### config.mk
export PLATFORM = sky130hd
export DESIGN_NAME = cpu_duv_core
export DESIGN_NICKNAME = d
export VERILOG_FILES = /design/src/rtl/cpu_duv_core.sv
export SDC_FILE = /design/constraint.sdc
export NUM_CORES = 1
export LEC_CHECK = 0
export ABC_AREA = 1
export CAP_MARGIN = 40
export CORE_UTILIZATION = 45
export DETAILED_ROUTE_END_ITERATION = 7
export PLACE_DENSITY = 0.77
export REMOVE_ABC_BUFFERS = 1
export SYNTH_ARGS = -nofsm -noshare
export SYNTH_HDL_FRONTEND = slang
export SYNTH_SLANG_ARGS = --single-unit
export TNS_END_PERCENT = 5
### constraint.sdc
create_clock -name clk -period 3.33 [get_ports clk]
set_input_delay 0.999 -clock clk [delete_from_list [all_inputs] [get_ports clk]]
set_output_delay 0.999 -clock clk [all_outputs]
set_load 0.01 [all_outputs]
### src/rtl/cpu_duv_core.sv
`default_nettype none
// +--------------------------------------------------------------------------+
// | cpu_duv_core : multi-cycle 8-bit core running a 6502 instruction subset  |
// | Revision     : 1.0                                                       |
// +--------------------------------------------------------------------------+
module cpu_duv_core #(
  parameter logic [15:0] RST_VEC = 16'hFFFC,
  parameter logic [7:0]  P_RESET = 8'h24
) (
  input  logic        clk,
  input  logic        b_rst,
  output logic [15:0] mem_addr,
  input  logic [7:0]  mem_rdata,
  output logic [7:0]  mem_wdata,
  output logic        mem_we,
  output logic        sync,
  output logic [15:0] pc_o,
  output logic [7:0]  a_o,
  output logic [7:0]  x_o,
  output logic [7:0]  y_o,
  output logic [7:0]  p_o,
  output logic        halted
);

  typedef enum logic [2:0] {
    S_RV_LO = 3'd0,
    S_RV_HI = 3'd1,
    S_FETCH = 3'd2,
    S_OP1   = 3'd3,
    S_OP2   = 3'd4,
    S_EXEC  = 3'd5,
    S_HALT  = 3'd6
  } state_t;

  state_t      state_q, state_d;
  logic [15:0] pc_q, pc_d;
  logic [7:0]  a_q, a_d, x_q, x_d, y_q, y_d, p_q, p_d;
  logic [7:0]  op_q, op_d, lo_q, lo_d, hi_q, hi_d;
  logic        store_cyc, is_branch, br_taken;
  logic [7:0]  m_eff, cmp_reg, diff;
  logic [8:0]  sum;

  // Status layout NV1BDIZC: N is bit 7, Z is bit 1.
  function automatic logic [7:0] set_nz(input logic [7:0] p, input logic [7:0] r);
    set_nz = {r[7], p[6:2], (r == 8'h00), p[0]};
  endfunction

  always_comb begin
    is_branch = 1'b0;
    br_taken  = 1'b0;
    case (op_q)
      8'hF0: begin is_branch = 1'b1; br_taken =  p_q[1]; end
      8'hD0: begin is_branch = 1'b1; br_taken = ~p_q[1]; end
      8'hB0: begin is_branch = 1'b1; br_taken =  p_q[0]; end
      8'h90: begin is_branch = 1'b1; br_taken = ~p_q[0]; end
      8'h30: begin is_branch = 1'b1; br_taken =  p_q[7]; end
      8'h10: begin is_branch = 1'b1; br_taken = ~p_q[7]; end
      default: ;
    endcase
  end

  // SBC reuses the adder with the operand inverted; compares share one subtractor.
  always_comb begin
    m_eff   = (op_q == 8'hE9) ? ~mem_rdata : mem_rdata;
    sum     = {1'b0, a_q} + {1'b0, m_eff} + {8'd0, p_q[0]};
    cmp_reg = (op_q == 8'hE0) ? x_q : ((op_q == 8'hC0) ? y_q : a_q);
    diff    = cmp_reg - mem_rdata;
  end

  always_comb begin
    state_d   = state_q;
    pc_d      = pc_q;
    a_d       = a_q;
    x_d       = x_q;
    y_d       = y_q;
    p_d       = p_q;
    op_d      = op_q;
    lo_d      = lo_q;
    hi_d      = hi_q;
    mem_addr  = pc_q;
    mem_wdata = a_q;
    store_cyc = 1'b0;
    case (state_q)
      S_RV_LO: begin
        mem_addr  = RST_VEC;
        pc_d[7:0] = mem_rdata;
        state_d   = S_RV_HI;
      end
      S_RV_HI: begin
        mem_addr   = RST_VEC + 16'd1;
        pc_d[15:8] = mem_rdata;
        state_d    = S_FETCH;
      end
      S_FETCH: begin
        op_d    = mem_rdata;
        pc_d    = pc_q + 16'd1;
        state_d = (mem_rdata == 8'h00) ? S_HALT : S_OP1;
      end
      S_OP1: begin
        state_d = S_FETCH;
        case (op_q)
          8'hA9: begin a_d = mem_rdata; p_d = set_nz(p_q, mem_rdata); pc_d = pc_q + 16'd1; end
          8'hA2: begin x_d = mem_rdata; p_d = set_nz(p_q, mem_rdata); pc_d = pc_q + 16'd1; end
          8'hA0: begin y_d = mem_rdata; p_d = set_nz(p_q, mem_rdata); pc_d = pc_q + 16'd1; end
          8'h69, 8'hE9: begin
            a_d    = sum[7:0];
            p_d    = set_nz(p_q, sum[7:0]);
            p_d[0] = sum[8];
            p_d[6] = (a_q[7] == m_eff[7]) && (sum[7] != a_q[7]);
            pc_d   = pc_q + 16'd1;
          end
          8'h29: begin a_d = a_q & mem_rdata; p_d = set_nz(p_q, a_q & mem_rdata); pc_d = pc_q + 16'd1; end
          8'h09: begin a_d = a_q | mem_rdata; p_d = set_nz(p_q, a_q | mem_rdata); pc_d = pc_q + 16'd1; end
          8'h49: begin a_d = a_q ^ mem_rdata; p_d = set_nz(p_q, a_q ^ mem_rdata); pc_d = pc_q + 16'd1; end
          8'hC9, 8'hE0, 8'hC0: begin
            p_d    = set_nz(p_q, diff);
            p_d[0] = (cmp_reg >= mem_rdata);
            pc_d   = pc_q + 16'd1;
          end
          8'hAD, 8'h8D, 8'h8E, 8'h8C, 8'h4C: begin
            lo_d    = mem_rdata;
            pc_d    = pc_q + 16'd1;
            state_d = S_OP2;
          end
          8'hF0, 8'hD0, 8'hB0, 8'h90, 8'h30, 8'h10: begin
            lo_d = mem_rdata;
            pc_d = pc_q + 16'd1;
            if (br_taken) state_d = S_EXEC;
          end
          8'hAA: begin x_d = a_q; p_d = set_nz(p_q, a_q); end
          8'hA8: begin y_d = a_q; p_d = set_nz(p_q, a_q); end
          8'h8A: begin a_d = x_q; p_d = set_nz(p_q, x_q); end
          8'h98: begin a_d = y_q; p_d = set_nz(p_q, y_q); end
          8'hE8: begin x_d = x_q + 8'd1; p_d = set_nz(p_q, x_q + 8'd1); end
          8'hC8: begin y_d = y_q + 8'd1; p_d = set_nz(p_q, y_q + 8'd1); end
          8'hCA: begin x_d = x_q - 8'd1; p_d = set_nz(p_q, x_q - 8'd1); end
          8'h88: begin y_d = y_q - 8'd1; p_d = set_nz(p_q, y_q - 8'd1); end
          8'h18: p_d[0] = 1'b0;
          8'h38: p_d[0] = 1'b1;
          default: ;
        endcase
      end
      S_OP2: begin
        hi_d = mem_rdata;
        pc_d = pc_q + 16'd1;
        if (op_q == 8'h4C) begin
          pc_d    = {mem_rdata, lo_q};
          state_d = S_FETCH;
        end else begin
          state_d = S_EXEC;
        end
      end
      S_EXEC: begin
        state_d = S_FETCH;
        if (is_branch) begin
          pc_d = pc_q + {{8{lo_q[7]}}, lo_q};
        end else begin
          mem_addr = {hi_q, lo_q};
          case (op_q)
            8'hAD: begin a_d = mem_rdata; p_d = set_nz(p_q, mem_rdata); end
            8'h8D: begin store_cyc = 1'b1; mem_wdata = a_q; end
            8'h8E: begin store_cyc = 1'b1; mem_wdata = x_q; end
            8'h8C: begin store_cyc = 1'b1; mem_wdata = y_q; end
            default: ;
          endcase
        end
      end
      S_HALT:  state_d = S_HALT;
      default: state_d = S_RV_LO;
    endcase
  end

  always_ff @(posedge clk) begin
    if (!b_rst) begin
      state_q <= S_RV_LO;
      pc_q    <= 16'h0000;
      a_q     <= 8'h00;
      x_q     <= 8'h00;
      y_q     <= 8'h00;
      p_q     <= P_RESET;
      op_q    <= 8'h00;
      lo_q    <= 8'h00;
      hi_q    <= 8'h00;
    end else begin
      state_q <= state_d;
      pc_q    <= pc_d;
      a_q     <= a_d;
      x_q     <= x_d;
      y_q     <= y_d;
      p_q     <= p_d;
      op_q    <= op_d;
      lo_q    <= lo_d;
      hi_q    <= hi_d;
    end
  end

  // Gating with reset keeps an interrupted store from reaching memory.
  assign mem_we = store_cyc & b_rst;
  assign sync   = (state_q == S_FETCH);
  assign halted = (state_q == S_HALT);
  assign pc_o   = pc_q;
  assign a_o    = a_q;
  assign x_o    = x_q;
  assign y_o    = y_q;
  assign p_o    = p_q;

endmodule
`default_nettype wire

==> impl_metrics.yaml <==
global_route:
  top_usage_layer: "met1"
  track_usage: 0.358
  grt_max_degree: 54
  grt_pass1_vias: 8735
  overflow: 0
  grt_pass1_wl_um: 49400
  use_met3: 0.101
  antenna_found_initial: 0
  use_met2: 0.498
  use_met1: 0.518
finish:
  area_growth_pct: 22.8
  num-fill-cells: 1701
  final_nets: 1526
  mostFrequentLayoutCells: "322 x nand2_1, 152 x inv_1, 145 x nor2_1"
  finalNonFillerCells: 1681
  final_common_cell: "nand2_1"
  final_util: 0.574
  drive_above_1_share: 0.102
  regArea_um2: 1420
  finish.instance_area_um2: 9660
  multiInputGateArea_um2: 5650
  n_antenna_cell: 0
place:
  dp_hpwl_um: 25100
  place_area_um2: 9270
  portBuffers: 80
  gp_congestion: 1.05
  placedCellCount: 1664
setup_path:
  critical_path.startpoint: "op_q[2]$_SDFFE_PN0P_"
  arrival_ns: 2.24
  r2r_cells: 17
  cp_data_required_time_ns: 2.33
  crit_path_max_fanout: 16
  reg2reg_from: "op_q[2]$_SDFFE_PN0P_"
  timing.rr.end: "p_o[0]$_SDFFE_PN0P_"
  start_kind: "register"
  cp-end-kind: "primary output"
  crit_type: "register to primary output"
  rrSetupSlack_ns: 0.25
timing:
  worst_pin_slew_ns: 0.738
  fin_crit_ns: 3.24
  post-route-period-util: 0.974
  relSlewSlack: 0.504
  rsz0062_at_grt: "no"
  finalMaxSlewViolations: 0
  skew_ns: 0.00945
  hold_violations: 0
  fmax_ghz: 0.308
  setup_tns_ns: 0
  setup_viol: 0
route:
  post_drt_wl_per_cell_um: 19.3
  routed_wl_um: 32400
  drtIter0Drc: 1388
  vias: 10000
  ant_nets: 0
  drt_pass1_iterations: 6
  viasPerCell: 5.96
  drc: 0
min_path:
  holdPathEnd: "hi_q[5]$_SDFFE_PN0P_"
  worstHoldStart: "hi_q[5]$_SDFFE_PN0P_"
  hp-class: "register to register"
  hold_path_depth: 2
synthesis:
  seq_area_frac_synth: 0.181
  yosys_most_used_dff: "dfxtp_1"
  avgSynthCellArea_um2: 5.90
  async_flop_share: 0
  synth.ff_latch_count: 71
  ys_warn_count: 0
  synth-edff-count: 0
  syn_inst: 1333
  yosysUniqueCellTypes: 51
  syn_area_um2: 7860
floorplanning:
  rows: 47
  initial_core_util: 0.468
  die_w_um: 134
  core_um2: 16800
  dieArea_um2: 18000
  io_pins: 85
  fp.dieH_um: 134
cts:
  cts_tree: "done"
  cts_made_buffers: 9
  cts_buffer_depth: 2
  insertion_delay_ns: 0.35
  cts.sinks: 71
  clk_pin_slew_ns: 0.06
  cts-root-buf: "clkbuf_16"
  cts_hold_buf: 0
  h-tree-depth: 3
pwr:
  ir_worst_vdd_mv: 0.297
  fin_total_pwr_w: 0.00424
  power_density_nw_per_um2: 439
  leakagePower_nw: 4.52
run_status:
  status: "complete, no violations"
job:
  drv_cap: 0
[stage by stage]
step	hold slack [ns]	setup slack (ns)
6_report	0.463	0.0860
5_1_grt	0.490	0.00726
4_1_cts	0.469	0.0194
3_5_place_dp	0.460	-0.0690
3_3_place_gp	0.448	-0.0368
2_1_floorplan	0.429	0.431
[what timing repair did]
item / 4_1_cts / 5_1_grt
setup buffers: 1 / 0
pin swaps: 1 / 0
resized for setup: 9 / 14
setup endpoints to repair: 23 / 23
[power breakdown]
group | internal (W) | switching, W
Combinational | 0.000777 | 0.00123
Clock | 0.000659 | 0.000432
Sequential | 0.000957 | 0.000190
Total | 0.00239 | 0.00185
[layout make-up]
type                    count  area share
multi-input cells        1054       0.585
flip-flops and latches     71       0.147
repair buffers            148       0.138
inverters                 172      0.0668
well taps                 220      0.0285
clock buffers               9      0.0233
clock inverters             7     0.00998
[how the worst max path moves through the flow]
stage / cells past startpoint / to / slack [ns]
after floorplan: 7 / mem_wdata[0] / 0.43
after global placement: 14 / p_o[1]$_SDFFE_PN0P_ / -0.04
after detailed placement: 14 / p_o[1]$_SDFFE_PN0P_ / -0.07
after CTS: 10 / mem_wdata[0] / 0.02
after global routing: 9 / mem_addr[15] / 0.007
final: 9 / mem_addr[15] / 0.09
[cells in the mapped netlist (8+ instances only)]
| cell | count | area [um2] |
|---|---|---|
| clkbuf_1 | 25 | 93.8 |
| nor2_2 | 13 | 81.3 |
| dfxtp_1 | 71 | 1420 |
| nand2_1 | 325 | 1220 |
| o22ai_1 | 36 | 225 |
| nand3_1 | 101 | 505 |
| nor3_1 | 28 | 140 |
| xor2_1 | 19 | 166 |
| ha_1 | 57 | 713 |
| nand4_1 | 24 | 150 |
| nand2_2 | 9 | 56.3 |
| inv_2 | 17 | 63.8 |
| a21oi_1 | 91 | 455 |
| o21ai_1 | 11 | 55.1 |
| o21ai_0 | 92 | 460 |
| o211ai_1 | 8 | 60.1 |
| nor2_1 | 146 | 548 |
| inv_1 | 152 | 571 |
[kinds of logic (layout without fill, tap and decap cells)]
logic type               count (synthesis)  count (layout)  synth area share
flip-flops                              71              71             0.181
AND/OR/NAND/NOR                        672             672             0.372
XOR/XNOR                                23              23            0.0256
AO/OA/AOI/OAI                          295             295             0.218
buffers and inverters                  210             336             0.105
adder cells (fa/ha/maj)                 60              60            0.0983
other                                    2               4          0.000955
[sequential cells by signal (all words and copies together) (netlist names)]
| register | cells |
|---|---|
| pc_o | 16 |
| a_o | 8 |
| hi_q | 8 |
| lo_q | 8 |
| op_q | 8 |
| x_o | 8 |
| y_o | 8 |
| p_o | 4 |
| state_q | 3 |
[routing by layer]
metal  vias to the layer above  share of wire
met4                         0          0.034
li1                       4734              -
met3                        90           0.15
met2                       694           0.40
met1                      4502           0.42
met5                         -              0
[worst max-delay path, stage by stage (launching register included)]
cell and delay (ns):
dfxtp_1 0.35, nor2_2 0.15, inv_1 0.08, nor2_4 0.16
o211ai_4 0.14, nand2_2 0.13, buf_8 0.17, nand2_1 0.09
nand3_1 0.09, clkdlybuf4s50_1 0.54
No activity file was read; power rests on OpenSTA's default activity.
